[config.mk]
export PLATFORM = sky130hd
export DESIGN_NAME = puzzle_lock_core
export DESIGN_NICKNAME = d
export VERILOG_FILES = /design/src/rtl/puzzle_lock_core.sv
export SDC_FILE = /design/constraint.sdc
export NUM_CORES = 1
export LEC_CHECK = 0
export ABC_AREA = 1
export CAP_MARGIN = 20
export CORE_UTILIZATION = 54
export DETAILED_ROUTE_END_ITERATION = 6
export HOLD_SLACK_MARGIN = 0.03
export PLACE_DENSITY = 0.78
export SLEW_MARGIN = 40
export SYNTH_ARGS = -nofsm -noshare
export SYNTH_HDL_FRONTEND = slang
export SYNTH_SLANG_ARGS = --single-unit
[constraint.sdc]
create_clock -name clk -period 1.8 [get_ports clk]
set_clock_uncertainty 0.2 [all_clocks]
set_input_delay 0.36 -clock clk [delete_from_list [all_inputs] [get_ports clk]]
set_output_delay 0.36 -clock clk [all_outputs]
set_load 0.01 [all_outputs]
[src/rtl/puzzle_lock_core.sv]
// puzzle_lock_core: sequential combination lock with a programmable secret,
// limited attempts and a timed lockout. Digits are checked in order against
// the stored secret; while unlocked, a new secret can be written through a
// shadow buffer that is only committed once every digit has been supplied.
module puzzle_lock_core #(
  parameter int CODE_W         = 4,
  parameter int DEPTH          = 4,
  parameter int MAX_TRIES      = 3,
  parameter int LOCKOUT_CYCLES = 16
) (
  input  logic                         clk,
  input  logic                         rst,
  input  logic [CODE_W-1:0]            code_in,
  input  logic                         code_valid,
  input  logic                         clear,
  input  logic                         prog_en,
  output logic                         unlocked,
  output logic                         locked_out,
  output logic                         fail_pulse,
  output logic [$clog2(DEPTH+1)-1:0]   progress,
  output logic [3:0]                   tries_left
);

  localparam int PW = $clog2(DEPTH + 1);
  localparam int IW = $clog2(DEPTH);
  localparam logic [PW-1:0] LAST_IDX   = PW'(DEPTH - 1);
  localparam logic [3:0]    TRIES_INIT = 4'(MAX_TRIES);
  localparam logic [15:0]   LOCK_INIT  = 16'(LOCKOUT_CYCLES);

  typedef enum logic [1:0] {
    ST_ENTRY   = 2'd0,
    ST_OPEN    = 2'd1,
    ST_PROG    = 2'd2,
    ST_LOCKOUT = 2'd3
  } state_t;

  // Factory secret: digit i holds (i+1) truncated to the digit width.
  function automatic logic [CODE_W-1:0] default_digit(input int i);
    return CODE_W'(i + 1);
  endfunction

  state_t            state_r;
  logic [15:0]       lock_cnt_r;
  logic [CODE_W-1:0] secret_r [DEPTH];
  logic [CODE_W-1:0] shadow_r [DEPTH];
  logic [IW-1:0]     idx_s;
  logic              digit_ok_s;

  // progress never exceeds DEPTH-1, so its low bits address the digit arrays.
  assign idx_s      = progress[IW-1:0];
  assign digit_ok_s = (code_in == secret_r[idx_s]);

  // Lock state machine: state, secret storage and all registered outputs.
  always_ff @(posedge clk or posedge rst) begin
    if (rst) begin
      state_r    <= ST_ENTRY;
      lock_cnt_r <= 16'd0;
      unlocked   <= 1'b0;
      locked_out <= 1'b0;
      fail_pulse <= 1'b0;
      progress   <= {PW{1'b0}};
      tries_left <= TRIES_INIT;
      for (int i = 0; i < DEPTH; i++) begin
        secret_r[i] <= default_digit(i);
        shadow_r[i] <= {CODE_W{1'b0}};
      end
    end else begin
      fail_pulse <= 1'b0;
      case (state_r)
        ST_ENTRY: begin
          if (clear) begin
            progress <= {PW{1'b0}};
          end else if (code_valid) begin
            if (digit_ok_s) begin
              if (progress == LAST_IDX) begin
                state_r    <= ST_OPEN;
                unlocked   <= 1'b1;
                progress   <= {PW{1'b0}};
                tries_left <= TRIES_INIT;
              end else begin
                progress <= progress + PW'(1);
              end
            end else begin
              progress   <= {PW{1'b0}};
              fail_pulse <= 1'b1;
              if (tries_left == 4'd1) begin
                state_r    <= ST_LOCKOUT;
                locked_out <= 1'b1;
                lock_cnt_r <= LOCK_INIT;
                tries_left <= 4'd0;
              end else begin
                tries_left <= tries_left - 4'd1;
              end
            end
          end else begin
            progress <= progress;
          end
        end

        ST_OPEN: begin
          // Digits arriving while open are deliberately ignored.
          if (clear) begin
            state_r    <= ST_ENTRY;
            unlocked   <= 1'b0;
            progress   <= {PW{1'b0}};
            tries_left <= TRIES_INIT;
          end else if (prog_en) begin
            state_r  <= ST_PROG;
            progress <= {PW{1'b0}};
          end else begin
            state_r <= ST_OPEN;
          end
        end

        ST_PROG: begin
          if (!prog_en || clear) begin
            // Abort: shadow contents are simply never committed.
            state_r  <= ST_OPEN;
            progress <= {PW{1'b0}};
          end else if (code_valid) begin
            shadow_r[idx_s] <= code_in;
            if (progress == LAST_IDX) begin
              // Commit the full sequence, final digit taken straight from the input.
              for (int i = 0; i < DEPTH; i++) begin
                if (i == DEPTH - 1) begin
                  secret_r[i] <= code_in;
                end else begin
                  secret_r[i] <= shadow_r[i];
                end
              end
              state_r    <= ST_ENTRY;
              unlocked   <= 1'b0;
              progress   <= {PW{1'b0}};
              tries_left <= TRIES_INIT;
            end else begin
              progress <= progress + PW'(1);
            end
          end else begin
            state_r <= ST_PROG;
          end
        end

        ST_LOCKOUT: begin
          if (lock_cnt_r == 16'd1) begin
            state_r    <= ST_ENTRY;
            locked_out <= 1'b0;
            lock_cnt_r <= 16'd0;
            progress   <= {PW{1'b0}};
            tries_left <= TRIES_INIT;
          end else begin
            lock_cnt_r <= lock_cnt_r - 16'd1;
          end
        end

        default: begin
          state_r    <= ST_ENTRY;
          unlocked   <= 1'b0;
          locked_out <= 1'b0;
          progress   <= {PW{1'b0}};
          tries_left <= TRIES_INIT;
        end
      endcase
    end
  end

endmodule

==> results.md <==
- Outcome: complete, but fails checks
- Failing checks: setup timing
- Die Area: 0.00652 mm2
- Synth cell count leaders: 133 x nand2_1, 49 x dfrtp_1, 39 x nor2_1
- #FFs+latches synth: 56
- Initial DRT Pass Iterations: 5
- Share of the synthesized area in the top cell type: 36.6%
- Clock buffer depth: 2
- IO Pins: 19
- Fin nets: 538
- Cells after synthesis: 428
- Die X: 80.7 um
- Setup violators final: 39
- CTS Sinks: 56
- Synth cell types: 36
- IO buf count: 18
- Initial core utilization: 56.2%
- First DRT Iteration DRCs: 288
- Dpl hpwl: 5.70 mm
- Vias post-DR: 3434
- Slowest-stage cell, CP: dfrtp_1
- Crit-path max cell delay: 470 ps
- EDFF count, synth: 0
- Critical path required time: 1800 ps
- Number of remaining DRC errors: 0
- Count leader, synth: nand2_1
- Antenna Cells: 0
- Max VDD drop: 1260 uV
- Slew Limit Fails: 0
- Top cell by count, worst path: nand2_1
- Worst-Margin Slew: 307 ps
- Fin crit share: 112%
- Vias per cell: 5.80
- Cell Area, Synth: 0.00335 mm2
- Routed WL per cell: 16.5 um
- Gpl congestion: 0.932
- Area grow syn2layout: 39.6%
- Wire length of the first global-routing pass: 13.2 mm
- Htree depth: 2
- CTS Root Cell: clkbuf_8
- Antenna viol nets, final: 0
- Pin count of the biggest net entering global routing: 57
- Minimum clock period: 2020 ps
- Critical Path AT: 2020 ps
- Max frequency: 496 MHz
- Pre-CTS setup slack: -455 ps
- Vias in the first global route: 3028
- Yosys warning count: 0
- RSZ-0062 raised after global routing: true
- Hold Crit Class: in2reg
- Setup crit start kind: flop
- Gr ovfl total: 0
- Post-Syn Area per Cell: 7.82 um2
- TritonCTS Buffers: 5
- Sum Neg Setup Slack: -4850 ps
- Rel. slew slack: 79.4%
- CTS tree: built
- GRT Overall Usage: 26.1%
- Yosys top cell by area: dfrtp_1
- Clk pin slew, worst setup/hold paths: 110 ps
- Crit Path Class: reg2reg
- Max-cap violation count: 0
- Dominant cells by area after synthesis: dfrtp_1 37%, nand2_1 15%, dfstp_2 5.5%
- Static leakage: 2.37 nW
- Worst-path maximum fanout: 6
- Register area share after synthesis: 42.1%
- Total Routed Length: 9.76 mm
- Die height: 80.7 um
- Final hold violations: 0
- Crit path cell chain: nor2_2 -> nand2_1 -> nor2_1 -> nand2_2 -> nand2_4 -> o21ai_0 -> nor2_1 -> nand3_2 -> nand2_1 -> nand2_1
- Antenna violations before repair: 0
- Syn nets: 450
- Prevailing post-synth register cell: dfrtp_1
- Worst-Skew Late Latency: 310 ps
- Cell Rows: 28
- Power density over the cells: 1800 mW/mm2
- Ratio of cells with drive above 1 in the final layout: 36.9%
- CP endpoint kind: flop
- FFs w/ async S/R, synth: 100%
- PnR worst setup slack: -218 ps
- Core area: 0.00596 mm2
placed cells by master (no fill, tap or decap), drive strengths merged, types with 12 or more instances in the layout:
cell | Yosys | routed
buf | 7 | 65
clkbuf | 1 | 12
dfrtp | 49 | 49
ha | 13 | 13
inv | 40 | 38
mux2 | 12 | 12
nand2 | 138 | 139
nand3 | 37 | 37
nor2 | 43 | 43
nor3 | 12 | 12
o21ai | 36 | 36
repair_timing:
item,4_1_cts,5_1_grt
hold buffers,0,0
hold endpoints to repair,0,0
endpoints found under the setup margin,47,55
pin swaps,10,17
setup buffers,2,4
resized for setup,38,77
cloned,2,5
metal layers:
layer	track usage (%)	vias to the layer above	part of all wire (%)
met2	45.3	169	50
met3	3.64	37	5.4
met1	34.2	1665	41
li1	-	1563	-
met5	0	-	0
met4	6.25	0	3.0
metrics by stage:
stage | hold WS [ps] | instance area (um2) | util, % | instances | total power, mW
floorplan | 232 | 3370 | - | 428 | 4.85
global placement | 263 | 4080 | 68.5 | 571 | 6.30
detailed placement | 273 | 4080 | 68.5 | 571 | 6.43
CTS | 285 | 4300 | 72.2 | 583 | 7.46
global route | 170 | 4670 | 78.4 | 592 | 8.99
finish | 151 | 4670 | 78.4 | 592 | 8.43
worst max-delay path: cells and delay by family (launching register included):
| kind | cells | cell delay, ps |
|---|---|---|
| AND/OR/NAND/NOR | 9 | 1160 |
| flip-flops | 1 | 470 |
| AO/OA/AOI/OAI | 1 | 80 |
final timing paths:
path / from / endpoint / slack (ps) / depth (start not counted)
worst max-delay path: lock_cnt_r[2] / state_r[1] / -220 / 10
worst min-delay path: clear / fail_pulse / 150 / 2
worst max register to register: lock_cnt_r[2] / state_r[1] / -220 / 10
worst min register to register: locked_out / locked_out / 290 / 2
max in group asynchronous: rst / tries_left[0] / 840 / 3
min in group asynchronous: rst / lock_cnt_r[9] / 260 / 3
cells by family (layout without fill, tap and decap cells):
family | count (synthesis) | in the layout | share of synthesized area [%]
AND/OR/NAND/NOR | 236 | 237 | 30.8
flip-flops | 56 | 56 | 42.1
AO/OA/AOI/OAI | 49 | 49 | 8.34
buffers and inverters | 49 | 137 | 6.43
adder cells (fa/ha/maj) | 13 | 13 | 4.86
XOR/XNOR | 13 | 13 | 3.40
multiplexers | 12 | 12 | 4.04
state kept, by name, indices dropped and copies added (netlist names):
name,count
progress,3
tries_left,4
fail_pulse,1
unlocked,1
locked_out,1
state_r,2
lock_cnt_r,16
shadow_r,12
secret_r,16
power by group:
group	leakage [nW]	total, mW	switching, mW	internal (mW)
sequential	0.732	1.93	0.277	1.65
combinational	1.58	5.65	3.23	2.41
clock	0.0558	0.860	0.438	0.422
cell type report:
| cell class | count | area (um2) |
|---|---|---|
| clock buffer | 6 | 72.6 |
| clock inverter | 2 | 38.8 |
| fill | 368 | 1280 |
| inverter | 41 | 178 |
| multi-input combinational | 324 | 2040 |
| sequential | 56 | 1410 |
| tap | 75 | 93.8 |
| timing repair buffer | 87 | 823 |
| timing repair inverter | 1 | 16.3 |
(Power assumes the default switching activity.)
